===== src/rtl/oneshot_gen_if.sv =====
// Trigger/pulse bundle for the one-shot generator.
// The master drives the trigger and observes the pulse. The slave (the generator) does the reverse.
`timescale 1ns/1ps

interface oneshot_gen_if;
    logic din;   // trigger, synchronous to the generator clock
    logic dout;  // one-shot pulse

    modport master (output din, input dout);
    modport slave  (input din, output dout);
endinterface


===== src/rtl/oneshot_gen.sv =====
// Monostable pulse generator.
// A rising edge on din produces a pulse PULSE_LEN clocks long.
// RETRIGGER lets a new edge restart a running pulse.
// HOLD keeps the pulse high while din is high, then stretches it for PULSE_LEN clocks.
`timescale 1ns/1ps

module oneshot_gen #(
    parameter int unsigned PULSE_LEN = 60,   // 1 .. 2**24-1
    parameter bit          RETRIGGER = 1'b0,
    parameter bit          HOLD      = 1'b0
) (
    input  logic         clk,
    input  logic         rst,
    oneshot_gen_if.slave bus
);

    localparam int unsigned CW = (PULSE_LEN > 1) ? $clog2(PULSE_LEN + 1) : 1;
    localparam logic [CW-1:0] LOAD = CW'(PULSE_LEN);
    localparam logic [CW-1:0] ONE  = CW'(1);

    logic [CW-1:0] cnt;
    logic [CW-1:0] cnt_next;
    logic          din_d;
    logic          rise;

    // din_d resets high, so a din already high at reset release is not seen as an edge.
    assign rise = bus.din & ~din_d;

    // Next counter value: level hold, then (re)trigger, then count down toward zero.
    always_comb begin
        // NOTE: default first so every path assigns cnt_next and no latch is inferred.
        cnt_next = cnt;
        if (HOLD && bus.din) begin
            cnt_next = LOAD;
        end else if (rise && (RETRIGGER || cnt <= ONE)) begin
            // With cnt==1 this is the last pulse cycle, so the new pulse follows with no gap.
            cnt_next = LOAD;
        end else if (cnt != '0) begin
            cnt_next = cnt - ONE;
        end
    end

    // Counter and previous-din registers. Reset clears the pulse immediately.
    always_ff @(posedge clk or posedge rst) begin
        if (rst) begin
            // NOTE: non-blocking assignments in clocked logic so all registers update together.
            cnt   <= '0;
            din_d <= 1'b1;
        end else begin
            cnt   <= cnt_next;
            din_d <= bus.din;
        end
    end

    // The output is decoded from the registered count only, so it carries no glitches from din.
    assign bus.dout = (cnt != '0);

endmodule


===== src/flat_wrapper.sv =====
// flat-port wrapper written by rule: the top's interface ports become plain ports
module oneshot_gen_flat 
#(
    parameter int unsigned PULSE_LEN = 60,                  
    parameter bit          RETRIGGER = 1'b0,
    parameter bit          HOLD      = 1'b0
)
  (clk, rst, bus_din, bus_dout);
  oneshot_gen_if bus_i ();
  input  logic clk;
  input  logic rst;
  input wire logic [$bits(bus_i.din)-1:0] bus_din;
  output wire logic [$bits(bus_i.dout)-1:0] bus_dout;
  assign bus_i.din = bus_din;
  assign bus_dout = bus_i.dout;
  oneshot_gen #(.PULSE_LEN(PULSE_LEN), .RETRIGGER(RETRIGGER), .HOLD(HOLD)) u_core (.clk(clk), .rst(rst), .bus(bus_i));
endmodule

===== config.mk =====
export PLATFORM = sky130hd
export DESIGN_NAME = oneshot_gen_flat
export DESIGN_NICKNAME = d
export VERILOG_FILES = /design/src/rtl/oneshot_gen_if.sv /design/src/rtl/oneshot_gen.sv /design/src/flat_wrapper.sv
export SDC_FILE = /design/constraint.sdc
export NUM_CORES = 1
export LEC_CHECK = 0
export ABC_AREA = 1
export CAP_MARGIN = 40
export CORE_UTILIZATION = 30
export DETAILED_ROUTE_END_ITERATION = 10
export PLACE_DENSITY = 0.48
export REMOVE_ABC_BUFFERS = 1
export SLEW_MARGIN = 20
export SYNTH_ARGS = -nofsm -noshare
export SYNTH_HDL_FRONTEND = slang
export SYNTH_SLANG_ARGS = --single-unit

===== constraint.sdc =====
create_clock -name clk -period 1.3 [get_ports clk]
set_input_delay 0.195 -clock clk [delete_from_list [all_inputs] [get_ports clk]]
set_output_delay 0.195 -clock clk [all_outputs]
set_load 0.05 [all_outputs]

# Yosys cells after proc, flatten, opt, wreduce, memory -nomap -nowiden
# Index checks and enable logic that the tools add are counted.
[totals]
n_memories = 0
output_inout_bits = 1
ram_bits = 0
input_bits = 3
wordCells = 11
romBits = 0
latch_bits = 0
register_bits = 7
[op_classes]
multipliers = 0
eq_ne = 0
shift = 0
mux = 2
bitwise = 2
n_lt_le_gt_ge = 1
reduce_logical = 3
div = 0
addsub = 1
[ops]
columns = ["op", "n"]
rows = [
  ["6-bit 2-to-1 mux", 2],
  ["6-bit by 1-bit <= comparator with 1-bit output, second input constant", 1],
  ["6-bit nonzero test", 1],
  ["6-bit by 1-bit subtractor with 6-bit output, second input constant", 1],
  ["2-bit nonzero test", 1],
  ["1-bit AND", 1],
  ["1-bit logical AND", 1],
  ["1-bit NOT", 1],
]

# Logic depth before layout (Yosys ltp)
[logic_depth]
ltp_word = 4
depth_mapped = 8
mapped_depth_nobuf = 8

# Worst setup path before layout
# Ideal clock, no wire load.
[synth_timing]
kind = "reg-to-reg"
startpoint = "reg u_core.cnt[0]"
endpoint = "reg u_core.cnt[3]"
path_buffers = 0
path_stages_with_launch = 6
arrival_ns = 1.109
period_less_slack_ns = 1.235
required_ns = 1.174
setup_time_ns = 0.126
setup_slack_ns = 0.065
cell_sequence = "dfrtp_1 -> inv_1 -> ha_1 -> nand3_4 -> nand3b_1 -> nand3_1"
[synth_via]
elab_cells_between_ends = 7
cone_classes = "add/sub: 1; order compare: 1; mux: 2; reduce/logical: 3"
[synth_lines]
columns = ["item", "line_no", "rtl"]
rows = [
  ["from (decl)", "oneshot_gen.sv:21", "logic [CW-1:0] cnt;"],
  ["from (signal assigned)", "oneshot_gen.sv:50", "cnt <= cnt_next;"],
  ["6-bit nonzero test", "n/a", ""],
  ["named net bus_dout", "flat_wrapper.sv:13", "output wire logic [$bits(bus_i.dout)-1:0] bus_dout;"],
  ["2-bit nonzero test (no line)", "n/a", ""],
]
# The timed path passes the listed nets, and every way through them passes these cells. The select of a mux whose other input is x is not followed.
# A chain may end at the register's enable or synchronous reset.

# Worst setup path after layout
[layout_timing]
startpoint = "reg u_core.cnt[0]"
endpoint = "out bus_dout"
[layout_via]
elab_chain_len = 1
[layout_lines]
columns = ["item", "line_no", "rtl"]
rows = [
  ["6-bit nonzero test", "oneshot_gen.sv:56", "assign bus.dout = (cnt != '0);"],
  ["to (decl)", "flat_wrapper.sv:13", ""],
]
# No other way between the ends.

==> impl_metrics.toml <==
[outcome]
status = "complete, but fails checks"
violations = "setup timing"

[final_layout]
layout_common_cells = "nand3_1 (11), nand2_1 (8), inv_1 (7)"
antennaDiodeCount = 0
final_nets = 75
syn2layout_area_growth_pct = 28.4
drive_gt1_frac = 0.368
nFillCells = 140
multi_input_area_um2 = 248
regArea_um2 = 176
layout_commonest_cell = "nand3_1"
post-route-cell-area_um2 = 588

[placement]
placed_area_um2 = 532
dp_slack_ps = -9.00
routabilityCongestion = 0.734
port_buffers = 3
hpwl_um = 680

[die]
die_h_um = 41.1
dieArea_um2 = 1690
fp.dieW_um = 41.1
row_count = 13
initial_core_util = 0.335
core-area_um2 = 1370
ios = 4

[timing]
final.setup.tns_ps = -35.0
worst_slack_ps = -35.0
hold-worst-slack_ps = 165
grt_setup_unrepaired = "yes"
slew_headroom = 0.803
min_period_ps = 1340
fmax_mhz = 749
tightestPinTransition_ps = 295
slew_violations = 0
timing.final.crit_share = 1.03
fin_worst_skew_ps = 3.11
hold_viol = 0
setup_viol = 1

[setup_path]
cp_slowest_cell = "dfrtp_1"
path_cells = "inv_2 > ha_4 > nand3_4 > buf_12"
arrival_ps = 1140
cp-end-kind = "output port"
cp_num_buf_inv = 2
critPathLaunchType = "flop"
path_class = "reg -> out"
cp_max_fo = 3
cpLargestDelayFamily = "flip-flops"
critical_path_required_ps = 1110
reg2reg_depth = 8
critPathMaxStageDelay_ps = 400
cp_num_cells = 4

[routing]
wl_per_cell_um = 11.2
firstDrtPassIters = 4
drtIter0Drc = 6
via_count = 383
via_per_inst = 4.61
ant_nets = 0
finalWirelength_um = 931
route.detailed.drc = 0

[synthesis]
yosysSeqAreaShare = 0.385
synth_area_leaders = "dfrtp_1 (33%), nand3_1 (12%), ha_1 (8.2%), inv_1 (7.4%), nand2_1 (6.6%)"
synth_cell_types = 16
synth_cells = 57
yosysTopAreaCellShare = 0.328
avgSynthCellArea_um2 = 8.03
synth_top_cell_by_area = "dfrtp_1"
yosysWarnings = 0
synth_seq_cells = 7
syn_area_um2 = 458

[clocking]
clk_path_buf_depth = 2
root_buffer = "clkbuf_4"
cts_sinks = 7
clk_latency_ps = 260
cts_tree = "yes"
cts_buffers = 3
clk_pin_slew_ps = 60
htreeDepth = 1

[global_route]
grt_max_degree = 9
grt_pass1_vias = 377
grt_pass1_wl_mm = 1.66
grt_use_total = 0.167
grt_overflow_total = 0
antenna_found_initial = 0

[hold_path]
hold_path_class = "in -> async"

[pwr]
ir_drop_uv = 428
total_power_uw = 449
p_per_area_nw_per_um2 = 763
leakagePower_nw = 0.310

[flow_run]
maxCapViolations = 0
[worst paths after layout]
check / start / endpoint / slack (ps)
max reg2reg: u_core.cnt[0] / u_core.cnt[5] / 60
min in group clk: bus_din / u_core.din_d / 370
min: rst / u_core.cnt[4] / 170
max: u_core.cnt[0] / bus_dout / -40
max in group asynchronous: rst / u_core.din_d / 860
min reg2reg: u_core.cnt[3] / u_core.cnt[3] / 590
[metal layers]
layer / track usage / share of wire / vias to the layer above
met5: 0 / 0 / -
met4: 0.100 / 0.023 / 0
li1: - / - / 197
met1: 0.176 / 0.45 / 175
met2: 0.254 / 0.47 / 6
met3: 0.0978 / 0.050 / 5
[worst register-to-register path: cells and delay by family, from the launching register on]
| kind | cells | cell delay, ps |
|---|---|---|
| fa+ha+maj | 1 | 230 |
| buf+inv | 2 | 110 |
| flops | 1 | 380 |
| simple gates | 5 | 410 |
[cell families (layout without fill, tap and decap cells)]
kind of cell,count (synthesis),after routing,synth area share
AOI/OAI and AO/OA,1,1,0.0109
adders and majority gates,3,3,0.0820
and+or+nand+nor,33,33,0.415
buffers and inverters,13,24,0.107
DFF,7,7,0.385
[Yosys cell counts]
cell and count:
dfrtp_1 6, nor2_2 2, nor2_4 2, nand2_2 3
nand2_4 1, nand3_4 1, inv_2 3, nand3b_1 1
clkinv_1 1, inv_1 9, ha_1 3, dfstp_2 1
nand2_1 8, nand3_1 11, nor2_1 4, o21ai_0 1
[flip-flops by register name, summed over array words and instances (netlist names)]
register	count
u_core.cnt	6
u_core.din_d	1
[metrics by stage]
step                       util  instances
after floorplan               -         57
after global placement    0.389         77
after detailed placement  0.389         77
after CTS                 0.425         82
after global routing      0.430         83
final                     0.430         83
[final cells by class]
class / count / share of cell area
clock buffer: 4 / 0.0447
sequential: 7 / 0.300
tap: 15 / 0.0319
inverter: 13 / 0.0830
timing repair buffer: 7 / 0.119
multi-input combinational: 37 / 0.421
[where the power goes]
part	internal (mW)	total, mW	switching, mW
Combinational	0.00604	0.0132	0.00713
Sequential	0.221	0.221	0.000569
Clock	0.118	0.214	0.0961
Total	0.345	0.449	0.104
[repair_timing]
action,CTS,global route
endpoints found under the setup margin,2,6
hold buffers,0,0
resized for setup,5,0
hold endpoints to repair,0,0
buffers inserted,1,1
pin swaps,1,1
No activity file was read; power rests on OpenSTA's default activity.
